### src/rtl/data_decode.sv
// SEC Hamming decoder for 38-bit codewords: two-stage valid/ready pipeline
// (syndrome, then correct + extract) with saturating error counters.
module data_decode #(
    parameter int CNT_WIDTH = 16
) (
    input  logic                 clk,
    input  logic                 rst_n,
    input  logic                 in_valid,
    output logic                 in_ready,
    input  logic [37:0]          enc_data,
    output logic                 out_valid,
    input  logic                 out_ready,
    output logic [31:0]          out_data,
    output logic [5:0]           out_syndrome,
    output logic                 out_err_corr,
    output logic                 out_err_fatal,
    input  logic                 cnt_clr,
    output logic [CNT_WIDTH-1:0] corr_cnt,
    output logic [CNT_WIDTH-1:0] fatal_cnt
);

    localparam logic [CNT_WIDTH-1:0] CNT_ONE = {{(CNT_WIDTH-1){1'b0}}, 1'b1};
    localparam logic [CNT_WIDTH-1:0] CNT_MAX = '1;

    // XOR of the positions of all set bits equals the even-parity syndrome.
    function automatic logic [5:0] calc_syndrome(input logic [37:0] cw);
        logic [5:0] s;
        s = '0;
        for (int i = 0; i < 38; i++) begin
            s = s ^ (6'(i + 1) & {6{cw[i]}});
        end
        return s;
    endfunction

    function automatic logic [31:0] extract(input logic [37:0] cw);
        return {cw[37:32], cw[30:16], cw[14:8], cw[6:4], cw[2]};
    endfunction

    // Handshake: a word moves on a rising edge when valid and ready are both
    // high at that edge; a stage with valid=1 holds its contents until it can
    // advance. in_ready is combinational from out_ready through adv2/adv1.
    logic        v1;
    logic [37:0] s1_cw;
    logic [5:0]  s1_syn;
    logic        adv1;
    logic        adv2;

    assign adv2      = !out_valid || out_ready;
    assign adv1      = !v1 || adv2;
    assign in_ready  = adv1;

    always_ff @(posedge clk) begin
        if (!rst_n) begin
            v1     <= 1'b0;
            s1_cw  <= '0;
            s1_syn <= '0;
        end else if (adv1) begin
            v1     <= in_valid;
            s1_cw  <= enc_data;
            s1_syn <= calc_syndrome(enc_data);
        end
    end

    logic        syn_corr;
    logic        syn_fatal;
    logic [37:0] flip_mask;
    logic [37:0] fixed_cw;

    always_comb begin
        syn_corr  = (s1_syn != 6'd0) && (s1_syn <= 6'd38);
        syn_fatal = (s1_syn >= 6'd39);
        flip_mask = '0;
        if (syn_corr) begin
            flip_mask = 38'd1 << (s1_syn - 6'd1);
        end
        fixed_cw = s1_cw ^ flip_mask;
    end

    always_ff @(posedge clk) begin
        if (!rst_n) begin
            out_valid     <= 1'b0;
            out_data      <= '0;
            out_syndrome  <= '0;
            out_err_corr  <= 1'b0;
            out_err_fatal <= 1'b0;
        end else if (adv2) begin
            out_valid     <= v1;
            out_data      <= extract(fixed_cw);
            out_syndrome  <= s1_syn;
            out_err_corr  <= syn_corr;
            out_err_fatal <= syn_fatal;
        end
    end

    // Clear wins over a same-cycle increment; counters stick at all-ones.
    always_ff @(posedge clk) begin
        if (!rst_n || cnt_clr) begin
            corr_cnt  <= '0;
            fatal_cnt <= '0;
        end else if (out_valid && out_ready) begin
            if (out_err_corr && corr_cnt != CNT_MAX) begin
                corr_cnt <= corr_cnt + CNT_ONE;
            end
            if (out_err_fatal && fatal_cnt != CNT_MAX) begin
                fatal_cnt <= fatal_cnt + CNT_ONE;
            end
        end
    end

endmodule
### config.mk
export PLATFORM = sky130hd
export DESIGN_NAME = data_decode
export DESIGN_NICKNAME = d
export VERILOG_FILES = /design/src/rtl/data_decode.sv
export SDC_FILE = /design/constraint.sdc
export NUM_CORES = 1
export LEC_CHECK = 0
export ABC_AREA = 1
export BUFFER_PORTS_ARGS = -buffer_cell sky130_fd_sc_hd__buf_2
export CORE_ASPECT_RATIO = 0.8
export CORE_MARGIN = 2
export CORE_UTILIZATION = 59
export CTS_BUF_LIST = sky130_fd_sc_hd__clkbuf_4 sky130_fd_sc_hd__clkbuf_8
export DETAILED_ROUTE_END_ITERATION = 8
export PLACE_DENSITY_LB_ADDON = 0.05
export SLEW_MARGIN = 0
export SYNTH_ARGS = -nofsm -noshare
export SYNTH_HDL_FRONTEND = slang
export SYNTH_SLANG_ARGS = --single-unit
### constraint.sdc
create_clock -name clk -period 3.65 [get_ports clk]
set_clock_uncertainty 0.1 [all_clocks]
set_input_delay 0.365 -clock clk [delete_from_list [all_inputs] [get_ports clk]]
set_output_delay 0.365 -clock clk [all_outputs]
set_load 0.05 [all_outputs]
==> flow_metrics.env, run 1 <==
export IMPL_hold_end="v1"
export IMPL_clock_path_buffers=2
export IMPL_io_pins=117
export IMPL_cp_start_kind="flip-flop"
export IMPL_max_clock_freq_mhz=361
export IMPL_worstRegToRegCells=12
export IMPL_crit_top_cell="inv_2"
export IMPL_dr_total_vias=5991
export IMPL_p_clk_share_pct=25.6
export IMPL_drv_slew=0
export IMPL_io_buffers=116
export IMPL_cts_sinks=112
export IMPL_synthCells=908
export IMPL_synth_edf_count=0
export IMPL_drive_above_1_share_pct=17.7
export IMPL_p_int_mw=1.88
export IMPL_ys_top_cells_by_count="nand2_1 (174), inv_1 (134), dfxtp_1 (112)"
export IMPL_grt_max_degree=74
export IMPL_required_ps=3180
export IMPL_crit_type="reg2out"
export IMPL_die_h_um=96.6
export IMPL_ys_seq_area_share_pct=35.4
export IMPL_p_comb_share_pct=29.0
export IMPL_setup_viol=0
export IMPL_min_path_type="in2reg"
export IMPL_async_reset_ff_share_pct=0
export IMPL_ys_warn_count=0
export IMPL_tightestPinTransition_ps=1130
export IMPL_critPathMaxStageDelay_ps=390
export IMPL_antenna_found_initial=0
export IMPL_cts_root_buf="clkbuf_8"
export IMPL_start_util_pct=61.1
export IMPL_peakVddDrop_v=0.000349
export IMPL_critPathSlowestCell="dfxtp_1"
export IMPL_clk_latency_ps=390
export IMPL_routed_wl_um=15700
export IMPL_cts_buffers=9
export IMPL_antennaDiodeCount=0
export IMPL_wl_per_cell_um=13.6
export IMPL_grt_pass1_wl_um=25500
export IMPL_synth_top_flop_cell="dfxtp_1"
export IMPL_power_frac_seq_pct=45.4
export IMPL_dpl_worst_slack_ps=1020
export IMPL_power_mw=2.99
export IMPL_fin_nets=1052
export IMPL_ctsHoldBuffers=0
export IMPL_rr_startpoint="out_valid"
export IMPL_synth_top_area_cell="dfxtp_1"
export IMPL_postLayoutCellArea_um2=7190
export IMPL_cts_resized=0
export IMPL_synth_nets=953
export IMPL_grt_pass1_vias=5139
export IMPL_p_per_area_nw_per_um2=417
export IMPL_antenna_left=0
export IMPL_yosys_cell_types_count=41
export IMPL_slew_headroom_pct=24.7
export IMPL_switching_power_mw=1.11
export IMPL_rrSetupSlack_ps=1370
export IMPL_dieArea_um2=11600
export IMPL_hpwlAfterDp_um=11800
export IMPL_syn_area_per_cell_um2=6.97
export IMPL_htreeDepth=3
export IMPL_dr_pass1_iters=5
export IMPL_worstPathArrival_ps=2310
export IMPL_rows=33
export IMPL_crit_fanout=25
export IMPL_yosys_register_bits=112
export IMPL_setup_tns_ps=0
export IMPL_place_area_um2=6980
export IMPL_rsz0062_at_grt="no"
export IMPL_layout_setup_ws_ps=879
export IMPL_synth_most_common_cell="nand2_1"
export IMPL_die_w_um=120
export IMPL_synth_top_area_share_pct=35.4
export IMPL_drt_vias_per_instance=5.20
export IMPL_area_growth_pct=13.5
export IMPL_grt_ovfl_total=0
export IMPL_period_share_pct=75.9
export IMPL_drv_cap=0
export IMPL_post_cts_buffers=0
export IMPL_coreArea_um2=10400
export IMPL_endpoint_kind="primary output"
export IMPL_synth_area_leaders="dfxtp_1 (35%), nand2_1 (10%), xor2_1 (8.6%)"
export IMPL_final_hold_viol_count=0
export IMPL_hold_slack_ps=116
export IMPL_switching_share_pct=37.0
export IMPL_place_congestion=0.998
export IMPL_dr_first_iter_drc_count=471
export IMPL_min_period_ps=2770
export IMPL_netlist_area_um2=6330
export IMPL_run_status="completed"
export IMPL_cp_cell_sequence="inv_2, nor2_2, buf_4, inv_2, nor2_4, inv_2, buf_2"
export IMPL_cts_tree="done"
export IMPL_timing_rr_end="s1_syn[3]"
export IMPL_hold_path_cell_count=2
export IMPL_drc=0
export IMPL_grtUsageTotal_pct=27.5
export IMPL_hold_start="in_valid"
export IMPL_p_leak_nw=3.47
export IMPL_path_clk_slew_ps=110
## through the flow
stage | util [%] | instances
3_5_place_dp | 67.4 | 1136
2_1_floorplan | - | 908
4_1_cts | 69.3 | 1152
3_3_place_gp | 67.4 | 1136
5_1_grt | 69.3 | 1152
6_report | 69.3 | 1152
## power by group through the flow
stage / Sequential [mW] / Combinational, mW / Clock [mW]
floorplan: 1.51 / 0.531 / 0
global placement: 1.39 / 0.848 / 0
detailed placement: 1.39 / 0.860 / 0
CTS: 1.36 / 0.864 / 0.779
global route: 1.37 / 0.950 / 0.819
finish: 1.36 / 0.869 / 0.765
## registers in the layout, summed over array words and instances, names as in the netlist
register       count
out_valid          1
corr_cnt          16
s1_syn             6
out_err_fatal      1
out_err_corr       1
s1_cw             32
out_syndrome       6
out_data          32
fatal_cnt         16
v1                 1
## cells by family (layout without fill, tap and decap cells)
family | Yosys count | in the layout | share of synthesized area [%]
AND/OR/NAND/NOR | 335 | 335 | 24.4
AO/OA/AOI/OAI | 189 | 189 | 16.1
buffers and inverters | 177 | 281 | 10.8
flip-flops | 112 | 112 | 35.4
adder cells (fa/ha/maj) | 2 | 2 | 0.395
XOR/XNOR | 93 | 93 | 12.9
## metal layers
metal | wire length, µm | share of wire [%] | GRT usage, % | up-vias
met5 | 0 | 0 | 0 | -
met4 | 185 | 1.2 | 5.70 | 0
met3 | 1110 | 7.1 | 5.84 | 15
met2 | 6510 | 42 | 39.4 | 209
met1 | 7880 | 50 | 42.2 | 2686
li1 | - | - | - | 3081
## placed cells by master (no fill, tap or decap), types with 4 or more instances in the layout
master    synthesis  layout
a31oi_1           7       7
o21ai_1           9       9
a21oi_1          70      70
nand3_1          47      47
nor3_1           13      13
xnor2_1          31      31
xor2_1           62      62
nand2_1         174     174
inv_1           134     134
buf_2             4     116
nor2_2            5       4
or2_2             5       5
o21ai_0          76      76
nand4_1           6       6
nor2_1           51      51
buf_4             1       4
dfxtp_1         112     112
clkbuf_8          0       9
inv_2            10      10
o21bai_1         20      20
nor4_1            6       6
nand2_2          11      11
nor2_4            3       4
## critical path, delay by kind of cell, from the launching register on
kind	cells	cell delay (ps)
simple gates	2	460
buf+inv	5	1060
flops	1	390
## area by class of cell
type	instances	area, µm²
inverters	145	547
multi-input cells	619	3410
clock inverters	7	78.8
flip-flops and latches	112	2240
fillers	991	3180
clock buffers	9	124
well taps	140	175
repair buffers	120	611
## worst max path at each step
stage / start / end / slack (ps) / cells past startpoint
global placement: rst_n / fatal_cnt[5] / 1150 / 5
global route: out_valid / in_ready / 710 / 7
detailed placement: rst_n / corr_cnt[3] / 1020 / 5
floorplan: out_valid / in_ready / 1550 / 6
finish: out_valid / in_ready / 880 / 7
CTS: out_valid / in_ready / 920 / 7
Note: power is estimated with default switching activity, not from simulation.
==> run 2, diff against run 1 <==
Settings changed: CORE_UTILIZATION 59 to 58.
Clock period 3.65 ns to 2.65 ns, I/O delays scaled along.
==> run 2 against run 1 <==
Clock-buffer cell count rose by 2. Via count shrank 1.1%. Worst hold slack got worse by 28 ps. Non-clock buffer count is 3 higher. Sequential power rose by 37%. Die area up 1.7%. Sequential cell count is the same. Critical path depth rose by 2. First-iteration DRC count decreased by 9.1%. Cell count rose by 0.61%. Critical endpoint is now fatal_cnt[5].
==> flow_metrics.env, run 2 (synthesis results as in run 1) <==
export IMPL_run_status="completed"
export IMPL_die_w_um=121
export IMPL_antenna_found_initial=0
export IMPL_start_util_pct=58.8
export IMPL_wl_per_cell_um=13.5
export IMPL_antennaDiodeCount=0
export IMPL_top_regs="out_data: 32 flops, s1_cw: 32 flops"
export IMPL_final_hold_viol_count=0
export IMPL_clk_latency_ps=380
export IMPL_setup_viol=0
export IMPL_tightestPinTransition_ps=639
export IMPL_cts_sinks=112
export IMPL_place_area_um2=7000
export IMPL_cts_buffers=9
export IMPL_period_share_pct=78.5
export IMPL_critPathSlowestCell="dfxtp_1"
export IMPL_routed_wl_um=15600
export IMPL_endpoint_kind="flip-flop"
export IMPL_dr_pass1_iters=5
export IMPL_grt_ovfl_total=0
export IMPL_worstPathArrival_ps=2230
export IMPL_drv_cap=0
export IMPL_drc=0
export IMPL_cp_top_family="simple AND/OR/NAND/NOR gates"
export IMPL_crit_type="reg2reg"
export IMPL_post_cts_buffers=0
export IMPL_fin_nets=1055
export IMPL_cp_start_kind="flip-flop"
export IMPL_postLayoutCellArea_um2=7200
export IMPL_final_cell_mix="nand2_1 (174), inv_1 (134), buf_2 (116)"
export IMPL_peakVddDrop_v=0.000387
export IMPL_hpwlAfterDp_um=11900
export IMPL_hold_path_cell_count=3
export IMPL_dieArea_um2=11800
export IMPL_dpl_worst_slack_ps=582
export IMPL_crit_top_cell="nand2_1"
export IMPL_setup_tns_ps=0
export IMPL_layout_setup_ws_ps=569
export IMPL_min_path_type="in2reg"
export IMPL_rows=34
export IMPL_die_h_um=97.4
export IMPL_grt_max_degree=74
export IMPL_clock_path_buffers=2
export IMPL_htreeDepth=3
export IMPL_dr_total_vias=5923
export IMPL_area_growth_pct=13.8
export IMPL_io_buffers=116
export IMPL_drv_slew=0
export IMPL_antenna_left=0
export IMPL_grtUsageTotal_pct=27.9
export IMPL_multi_input_area_um2=3410
export IMPL_cp_num_buf_inv=2
export IMPL_rsz0062_at_grt="no"
export IMPL_cts_root_buf="clkbuf_8"
export IMPL_dr_first_iter_drc_count=428
export IMPL_required_ps=2800
export IMPL_drt_vias_per_instance=5.11
export IMPL_cts_tree="done"
export IMPL_grt_pass1_wl_um=26500
export IMPL_max_clock_freq_mhz=480
export IMPL_drive_above_1_share_pct=17.8
export IMPL_place_congestion=0.952
export IMPL_cp_cell_sequence="ha_1, inv_1, nor4_1, nand3_1, nand2_2, inv_2, nand2_1, nand2_1, nor3b_1"
export IMPL_io_pins=117
export IMPL_final_common_cell="nand2_1"
export IMPL_path_clk_slew_ps=100
export IMPL_fillCellCount=1032
export IMPL_worstRegToRegCells=9
export IMPL_min_period_ps=2080
export IMPL_critPathMaxStageDelay_ps=430
export IMPL_coreArea_um2=10800
export IMPL_worst_path_stages=9
export IMPL_crit_fanout=16
export IMPL_p_leak_nw=3.48
export IMPL_register_area_um2=2240
export IMPL_p_per_area_nw_per_um2=562
export IMPL_slew_headroom_pct=57.4
export IMPL_grt_pass1_vias=5379
==> run 2: cell types whose count changed in the layout (fill, tap and decap cells not counted), sizes merged <==
cell,before,now
dlygate4sd3,0,1
buf,120,122
bufinv,1,0
clkbuf,9,11
clkinvlp,2,1
==> run 2: repair_timing <==
| action | in CTS | in global routing |
|---|---|---|
| endpoints found under the hold margin | 1 | 0 |
| gates resized for setup | 0 | 0 |
| hold buffers | 1 | 0 |
==> run 2: per-stage QoR <==
stage	util, %	hold WS (ps)	power (mW)	cells
global route	66.9	108	4.27	1159
finish	66.9	88.8	4.05	1159
global placement	65.1	355	3.07	1142
floorplan	-	289	2.82	908
detailed placement	65.1	359	3.09	1142
CTS	66.9	61.8	4.06	1159
==> run 2: metal layers <==
metal	up-vias	routed length [µm]	global-route usage, %
li1	3092	-	-
met1	2668	8090	42.6
met2	149	6580	41.7
met3	14	819	4.64
met4	0	144	5.28
met5	-	0	0
==> run 2: path summary, 6_finish.rpt <==
path                 from      endpoint  slack, ps
max          fatal_cnt[0]  fatal_cnt[5]        570
min           enc_data[2]      s1_cw[2]         90
max reg2reg  fatal_cnt[0]  fatal_cnt[5]        570
min reg2reg     s1_cw[23]     s1_cw[23]        380
==> run 2: report_power, final <==
group / internal [mW] / switching (mW) / leakage [nW] / total (mW)
combinational: 0.361 / 0.825 / 2.46 / 1.19
clock: 0.401 / 0.590 / 0.0963 / 0.991
sequential: 1.79 / 0.0800 / 0.921 / 1.87
total: 2.55 / 1.49 / 3.48 / 4.05
==> run 2: worst register-to-register path: stages (launching register included) <==
cell and delay, ps:
dfxtp_1 430, ha_1 220, inv_1 60, nor4_1 320, nand3_1 140, nand2_2 280
inv_2 150, nand2_1 100, nand2_1 40, nor3b_1 130
==> run 2: area by class of cell <==
type / instances / share of cell area [%]
well taps: 144 / 2.50
flip-flops and latches: 112 / 31.1
multi-input cells: 619 / 47.3
clock buffers: 11 / 2.10
clock inverters: 5 / 0.538
repair buffers: 123 / 8.82
inverters: 145 / 7.59
